<file path="config.mk">
export PLATFORM = sky130hd
export DESIGN_NAME = btn_event_reader_flat
export DESIGN_NICKNAME = d
export VERILOG_FILES = /design/src/rtl/btn_event_reader_if.sv /design/src/rtl/btn_event_reader.sv /design/src/flat_wrapper.sv
export SDC_FILE = /design/constraint.sdc
export NUM_CORES = 1
export LEC_CHECK = 0
export ABC_AREA = 1
export CORE_ASPECT_RATIO = 1.2
export CORE_MARGIN = 1
export CORE_UTILIZATION = 52
export DETAILED_ROUTE_END_ITERATION = 10
export PLACE_DENSITY = 0.73
export SLEW_MARGIN = 20
export SYNTH_ARGS = -nofsm -noshare
export SYNTH_HDL_FRONTEND = slang
export SYNTH_SLANG_ARGS = --single-unit
</file>
<file path="constraint.sdc">
create_clock -name sys_clk -period 1.6 [get_ports sys_clk]
set_input_delay 0.24 -clock sys_clk [delete_from_list [all_inputs] [get_ports sys_clk]]
set_output_delay 0.24 -clock sys_clk [all_outputs]
set_load 0.1 [all_outputs]
</file>
<file path="src/rtl/btn_event_reader_if.sv">
// Event handshake between btn_event_reader and its consumer.
//   evt_valid    : a classified event is pending (producer -> consumer)
//   evt_code     : 2'b01 short press, 2'b10 long press, 2'b00 when idle
//   evt_ack      : consumer accepts the pending event (consumer -> producer)
//   evt_overflow : sticky, an event was dropped because the slot was full
interface btn_event_reader_if;
    logic       evt_valid;
    logic [1:0] evt_code;
    logic       evt_ack;
    logic       evt_overflow;

    modport master (
        output evt_valid,
        output evt_code,
        output evt_overflow,
        input  evt_ack
    );

    modport slave (
        input  evt_valid,
        input  evt_code,
        input  evt_overflow,
        output evt_ack
    );
endinterface

</file>
<file path="src/rtl/btn_event_reader.sv">
// Push-button reader: synchronizes an active-low button pin, debounces press
// and release, flags long holds, counts presses and hands short/long press
// events to a consumer through a single-entry event register.
//   sys_clk       : single clock, rising edge
//   sys_rst       : synchronous active-high reset
//   user_btn_n    : raw button pin, active-low, asynchronous
//   level         : debounced pressed state
//   press_pulse   : one-cycle strobe on accepted press
//   release_pulse : one-cycle strobe on accepted release
//   long_held     : current press has lasted at least LONG_CYCLES
//   press_count   : accepted presses, modulo 256
//   evt           : event handshake (master side)
module btn_event_reader #(
    parameter int unsigned DEBOUNCE_CYCLES = 15650,
    parameter int unsigned LONG_CYCLES     = 7825000
) (
    input  logic                      sys_clk,
    input  logic                      sys_rst,
    input  logic                      user_btn_n,
    output logic                      level,
    output logic                      press_pulse,
    output logic                      release_pulse,
    output logic                      long_held,
    output logic [7:0]                press_count,
    btn_event_reader_if.master        evt
);

    localparam logic [1:0] ST_IDLE        = 2'd0;
    localparam logic [1:0] ST_DEB_PRESS   = 2'd1;
    localparam logic [1:0] ST_PRESSED     = 2'd2;
    localparam logic [1:0] ST_DEB_RELEASE = 2'd3;

    localparam logic [1:0] EVT_NONE  = 2'b00;
    localparam logic [1:0] EVT_SHORT = 2'b01;
    localparam logic [1:0] EVT_LONG  = 2'b10;

    localparam logic [23:0] DEB_MAX  = 24'(DEBOUNCE_CYCLES - 1);
    localparam logic [23:0] HOLD_MAX = 24'(LONG_CYCLES - 1);

    logic        sync1_q, sync2_q;
    logic        s;
    logic [1:0]  state_q, state_d;
    logic [23:0] deb_cnt_q, deb_cnt_d;
    logic [23:0] hold_cnt_q, hold_cnt_d;
    logic        level_q, level_d;
    logic        press_q, press_d;
    logic        release_q, release_d;
    logic        long_q, long_d;
    logic [7:0]  count_q, count_d;
    logic        valid_q, valid_d;
    logic [1:0]  code_q, code_d;
    logic        ovf_q, ovf_d;
    logic        new_evt;
    logic [1:0]  new_code;

    assign s = ~sync2_q;

    always_comb begin
        state_d    = state_q;
        deb_cnt_d  = deb_cnt_q;
        hold_cnt_d = hold_cnt_q;
        level_d    = level_q;
        press_d    = 1'b0;
        release_d  = 1'b0;
        long_d     = long_q;
        count_d    = count_q;
        new_evt    = 1'b0;
        new_code   = EVT_NONE;

        // Hold timer runs through release bounces; long_held follows one cycle
        // after the counter reaches saturation.
        if (state_q == ST_PRESSED || state_q == ST_DEB_RELEASE) begin
            if (hold_cnt_q == HOLD_MAX) begin
                long_d = 1'b1;
            end else begin
                hold_cnt_d = hold_cnt_q + 24'd1;
            end
        end

        case (state_q)
            ST_IDLE: begin
                if (s) begin
                    state_d   = ST_DEB_PRESS;
                    deb_cnt_d = 24'd0;
                end
            end
            ST_DEB_PRESS: begin
                if (!s) begin
                    state_d = ST_IDLE;
                end else if (deb_cnt_q == DEB_MAX) begin
                    state_d    = ST_PRESSED;
                    level_d    = 1'b1;
                    press_d    = 1'b1;
                    count_d    = count_q + 8'd1;
                    hold_cnt_d = 24'd0;
                end else begin
                    deb_cnt_d = deb_cnt_q + 24'd1;
                end
            end
            ST_PRESSED: begin
                if (!s) begin
                    state_d   = ST_DEB_RELEASE;
                    deb_cnt_d = 24'd0;
                end
            end
            ST_DEB_RELEASE: begin
                if (s) begin
                    state_d = ST_PRESSED;
                end else if (deb_cnt_q == DEB_MAX) begin
                    state_d    = ST_IDLE;
                    level_d    = 1'b0;
                    long_d     = 1'b0;
                    release_d  = 1'b1;
                    hold_cnt_d = 24'd0;
                    new_evt    = 1'b1;
                    new_code   = long_q ? EVT_LONG : EVT_SHORT;
                end else begin
                    deb_cnt_d = deb_cnt_q + 24'd1;
                end
            end
            default: state_d = ST_IDLE;
        endcase
    end

    // Single-entry event slot; an ack in the same cycle frees it for the new event.
    always_comb begin
        valid_d = valid_q;
        code_d  = code_q;
        ovf_d   = ovf_q;
        if (new_evt) begin
            if (!valid_q || evt.evt_ack) begin
                valid_d = 1'b1;
                code_d  = new_code;
            end else begin
                ovf_d = 1'b1;
            end
        end else if (valid_q && evt.evt_ack) begin
            valid_d = 1'b0;
            code_d  = EVT_NONE;
        end
    end

    always_ff @(posedge sys_clk) begin
        if (sys_rst) begin
            sync1_q    <= 1'b1;
            sync2_q    <= 1'b1;
            state_q    <= ST_IDLE;
            deb_cnt_q  <= 24'd0;
            hold_cnt_q <= 24'd0;
            level_q    <= 1'b0;
            press_q    <= 1'b0;
            release_q  <= 1'b0;
            long_q     <= 1'b0;
            count_q    <= 8'd0;
            valid_q    <= 1'b0;
            code_q     <= EVT_NONE;
            ovf_q      <= 1'b0;
        end else begin
            sync1_q    <= user_btn_n;
            sync2_q    <= sync1_q;
            state_q    <= state_d;
            deb_cnt_q  <= deb_cnt_d;
            hold_cnt_q <= hold_cnt_d;
            level_q    <= level_d;
            press_q    <= press_d;
            release_q  <= release_d;
            long_q     <= long_d;
            count_q    <= count_d;
            valid_q    <= valid_d;
            code_q     <= code_d;
            ovf_q      <= ovf_d;
        end
    end

    assign level            = level_q;
    assign press_pulse      = press_q;
    assign release_pulse    = release_q;
    assign long_held        = long_q;
    assign press_count      = count_q;
    assign evt.evt_valid    = valid_q;
    assign evt.evt_code     = code_q;
    assign evt.evt_overflow = ovf_q;

endmodule
</file>
<file path="src/flat_wrapper.sv">
// flat-port wrapper written by rule: the top's interface ports become plain ports
module btn_event_reader_flat 
#(
    parameter int unsigned DEBOUNCE_CYCLES = 15650,
    parameter int unsigned LONG_CYCLES     = 7825000
)
  (sys_clk, sys_rst, user_btn_n, level, press_pulse, release_pulse, long_held, press_count, evt_evt_valid, evt_evt_code, evt_evt_overflow, evt_evt_ack);
  btn_event_reader_if evt_i ();
  input  logic sys_clk;
  input  logic sys_rst;
  input  logic user_btn_n;
  output logic level;
  output logic press_pulse;
  output logic release_pulse;
  output logic long_held;
  output logic [7:0] press_count;
  output wire logic [$bits(evt_i.evt_valid)-1:0] evt_evt_valid;
  output wire logic [$bits(evt_i.evt_code)-1:0] evt_evt_code;
  output wire logic [$bits(evt_i.evt_overflow)-1:0] evt_evt_overflow;
  input wire logic [$bits(evt_i.evt_ack)-1:0] evt_evt_ack;
  assign evt_evt_valid = evt_i.evt_valid;
  assign evt_evt_code = evt_i.evt_code;
  assign evt_evt_overflow = evt_i.evt_overflow;
  assign evt_i.evt_ack = evt_evt_ack;
  btn_event_reader #(.DEBOUNCE_CYCLES(DEBOUNCE_CYCLES), .LONG_CYCLES(LONG_CYCLES)) u_core (.sys_clk(sys_clk), .sys_rst(sys_rst), .user_btn_n(user_btn_n), .level(level), .press_pulse(press_pulse), .release_pulse(release_pulse), .long_held(long_held), .press_count(press_count), .evt(evt_i));
endmodule
</file>
==> results.rst <==
.. list-table::
   :header-rows: 1

   * - Metric
     - Value
   * - Final standard cell area without fillers
     - 0.005448 sq mm
   * - Final critical-path setup slack
     - -0.001524 ns
   * - Hold Path Cell Cnt
     - 1
   * - Total global-route track usage
     - 26.88%
   * - Detailed Routing Iterations Pass 1
     - 5
   * - Number of antenna violations at the first check in global routing
     - 0
   * - End of the worst hold path
     - u_core.sync2_q
   * - Kind of end point of the critical path
     - flop
   * - Vias
     - 4,544
   * - Initial DRC count
     - 181
   * - Most used standard cells in the synthesized netlist
     - 195 x sky130_fd_sc_hd__nand2_1, 149 x sky130_fd_sc_hd__nor2_1, 68 x sky130_fd_sc_hd__dfxtp_1
   * - Violated checks
     - negative setup slack
   * - Insertion delay of the later-clocked pin in the worst-skew pair
     - 0.35 ns
   * - Height of the die
     - 101.1 um
   * - Period utilization
     - 100.1%
   * - Top cell type's share of synthesized area
     - 32.01%
   * - Floorplan row count
     - 35
   * - Starting utilization of the core area
     - 54.56%
   * - Path type of the worst min-delay path
     - flop to flop
   * - Number of unique standard cell types used by synthesis
     - 36
   * - Vias in the first global route
     - 4,086
   * - Post-synthesis cell type with the largest combined area
     - sky130_fd_sc_hd__dfxtp_1
   * - Met1 track demand over resource in global routing
     - 29.23%
   * - Setup TNS Final
     - -0.001524 ns
   * - CTS H-tree depth
     - 3
   * - Worst reg2reg setup slack
     - -0.002 ns
   * - Area growth syn-to-layout
     - 28.10%
   * - Met2 Track Usage GR
     - 50.53%
   * - Clock tree from TritonCTS
     - built
   * - Number of buffers inserted during clock tree synthesis
     - 9
   * - Residual overflow from global routing
     - 0
   * - Final number of hold-violating endpoints
     - 0
   * - Fraction of registers with async set or reset after synthesis
     - 0%
   * - Syn Std Cell Area
     - 0.004253 sq mm
   * - Met3 routing resource usage after global routing
     - 4.423%
   * - Family with the most delay on the worst path
     - simple AND/OR/NAND/NOR gates
   * - Synth warn
     - 0
   * - Required time at the worst-slack endpoint
     - 1.84 ns
   * - Instance count of the mapped netlist
     - 685
   * - Worst-path maximum fanout
     - 6
   * - Pwr Total
     - 3.222 mW
   * - Slew Viols, Final
     - 0
   * - CORE AREA
     - 0.007795 sq mm
   * - CP Launch Type
     - flop
   * - Number of synthesized flops with an enable pin
     - 0
   * - Count of buffers inserted at the top-level ports
     - 19
   * - Largest vdd supply drop
     - 0.4441 mV
   * - Clock Tree Buf Depth
     - 2
   * - Layer with the highest usage
     - met2
   * - Startpoint of the lowest-slack hold path
     - u_core.sync1_q
   * - Final worst hold slack
     - 0.4121 ns
   * - Share of final-layout standard cells stronger than drive strength 1
     - 24.05%
   * - Post-Layout Cell Count
     - 832
   * - Final routed DRC violation total
     - 0
   * - Power density relative to cell area
     - 591.5 mW/mm^2
   * - Antenna diode instance count
     - 0
   * - R2R Path End
     - u_core.hold_cnt_q[4]
   * - Setup repair after global routing missed its margin
     - true
   * - Remaining antenna violation count
     - 0
   * - Clock root cell
     - sky130_fd_sc_hd__clkbuf_8
   * - Total number of clock tree sinks
     - 68
   * - Fmax
     - 624.4 MHz
   * - Final-layout fill cell count
     - 677
   * - Top cells by area in the synthesized netlist
     - sky130_fd_sc_hd__dfxtp_1 32%, sky130_fd_sc_hd__nand2_1 17%, sky130_fd_sc_hd__nor2_1 13%, sky130_fd_sc_hd__nand3_1 6.4%, sky130_fd_sc_hd__xor2_1 5.6%
   * - Cell with the most instances after synthesis
     - sky130_fd_sc_hd__nand2_1
   * - Area of the die
     - 0.008546 sq mm
   * - Horiz. Die Dim
     - 84.56 um
   * - Placed Cells incl. Taps
     - 809
   * - Final GP Congestion
     - 0.9758
   * - Number of nets in the final layout
     - 745
   * - Setup Viol. Count Final
     - 1
   * - Global-route wire length before repair
     - 18,320 um
   * - IO Count
     - 20
   * - Routed vias/inst
     - 5.462
   * - Drt total wl
     - 12,140 um
   * - HPWL after DPL
     - 8149 um
   * - Run status
     - finished with violations
   * - Worst slew margin relative to its limit
     - 76.46%
   * - Post-synthesis area per instance
     - 6.209 sq um
   * - Leak pwr
     - 1.936 nW
   * - Maxcap violations
     - 0
   * - Instance area after placement
     - 0.004862 sq mm
   * - Share of synthesized area occupied by flip-flops and latches
     - 32.01%
   * - Maximum number of pins on one net before global-route repair
     - 41
   * - Maximum cell stage delay along the critical path
     - 0.35 ns
   * - Setup skew after layout
     - 0.01349 ns
   * - Cell-by-cell listing of the critical path
     - nand2_2, inv_2, nand2_1, nor2_4, nand4_4, o21ai_4, clkbuf_16, nor2_1
   * - Reg-to-reg critical path startpoint
     - u_core.deb_cnt_q[11]
   * - CP Class
     - flop to flop
   * - Yosys reg bits
     - 68
   * - Number of nets in the synthesized netlist
     - 693
   * - Dominant synthesized flop cell
     - sky130_fd_sc_hd__dfxtp_1
   * - Count of buffering cells on the critical path with inverters included
     - 2
   * - Crit path arrival time
     - 1.84 ns
   * - Worst reg2reg path depth
     - 8
   * - Post-CTS clock slew at the launch and capture registers of the worst setup and hold paths
     - 0.07 ns
   * - Slew at the pin with the worst max-slew slack
     - 0.3518 ns
   * - Final critical delay including setup and external delays
     - 1.602 ns
   * - End-of-flow core utilization
     - 69.89%
   * - Post-place setup slack
     - -0.04575 ns
   * - Critical Path Slowest Stage Cell
     - sky130_fd_sc_hd__o21ai_4
   * - Detailed-route wire length per cell
     - 14.59 um
## worst max path at each step
| stage | startpoint | to | depth (start not counted) |
|---|---|---|---|
| floorplan | u_core.deb_cnt_q[0] | u_core.hold_cnt_q[10] | 7 |
| global route | u_core.deb_cnt_q[5] | u_core.press_count[1] | 8 |
| detailed placement | u_core.deb_cnt_q[1] | u_core.deb_cnt_q[22] | 9 |
| global placement | u_core.hold_cnt_q[5] | u_core.hold_cnt_q[9] | 8 |
| finish | u_core.deb_cnt_q[11] | u_core.hold_cnt_q[4] | 8 |
| CTS | u_core.deb_cnt_q[1] | u_core.deb_cnt_q[1] | 8 |
## placed cells by master, fill, tap and decap left out, types with 8 or more instances in the layout
| cell | n |
|---|---|
| sky130_fd_sc_hd__nand2_1 | 189 |
| sky130_fd_sc_hd__nor2_1 | 127 |
| sky130_fd_sc_hd__inv_1 | 50 |
| sky130_fd_sc_hd__nand3_1 | 48 |
| sky130_fd_sc_hd__dfxtp_1 | 40 |
| sky130_fd_sc_hd__buf_4 | 32 |
| sky130_fd_sc_hd__xor2_1 | 27 |
| sky130_fd_sc_hd__nor2_2 | 25 |
| sky130_fd_sc_hd__a21oi_1 | 24 |
| sky130_fd_sc_hd__dfxtp_2 | 23 |
| sky130_fd_sc_hd__o21ai_0 | 19 |
| sky130_fd_sc_hd__buf_12 | 17 |
| sky130_fd_sc_hd__nand4_1 | 13 |
| sky130_fd_sc_hd__nor2_4 | 10 |
| sky130_fd_sc_hd__clkbuf_8 | 10 |
| sky130_fd_sc_hd__nand2_2 | 8 |
## cells by family after synthesis
kind of cell    share of synthesized area (%)
xor+xnor                                6.796
fa+ha+maj                               1.177
buf+inv                                 7.738
compound gates                          6.973
simple gates                            45.31
flops                                   32.01
## power by group
group | internal [mW] | total, mW | leakage (nW) | switching [mW]
combinational | 0.0455 | 0.128 | 1.28 | 0.0822
clock | 0.745 | 1.41 | 0.0942 | 0.662
sequential | 1.69 | 1.69 | 0.564 | 0.00285
## layer usage
metal	share of wire (%)	up-vias	wire, um
li1	-	2270	-
met1	39	2051	4715
met2	51	165	6249
met3	4.9	58	598
met4	4.7	0	574
met5	0	-	0
## state kept, by name, indices dropped and copies added, names as in the netlist, named ones only
signal,flops
u_core.release_pulse,1
u_core.evt.evt_overflow,1
u_core.sync2_q,1
u_core.evt.evt_code,2
u_core.level,1
u_core.sync1_q,1
u_core.press_pulse,1
u_core.state_q,1
u_core.deb_cnt_q,24
u_core.long_held,1
u_core.press_count,8
u_core.evt.evt_valid,1
u_core.hold_cnt_q,24
## area by class of cell
cell class | count | area [sq um] | share of cell area, %
Multi-Input combinational cell | 543 | 2819 | 51.75
Sequential cell | 68 | 1409 | 25.86
Timing Repair Buffer | 57 | 694.4 | 12.75
Inverter | 58 | 221.5 | 4.065
Clock buffer | 10 | 137.6 | 2.526
Tap cell | 92 | 115.1 | 2.113
Clock inverter | 4 | 51.30 | 0.9417
## what timing repair did
action                                  in CTS  in global routing
pin swaps                                    0                 16
setup buffers                                0                  4
cloned                                       0                  5
resized for setup                            2                 92
hold buffers                                 0                  0
endpoints found under the setup margin      45                 60
Note: power is estimated with default switching activity, not from simulation.
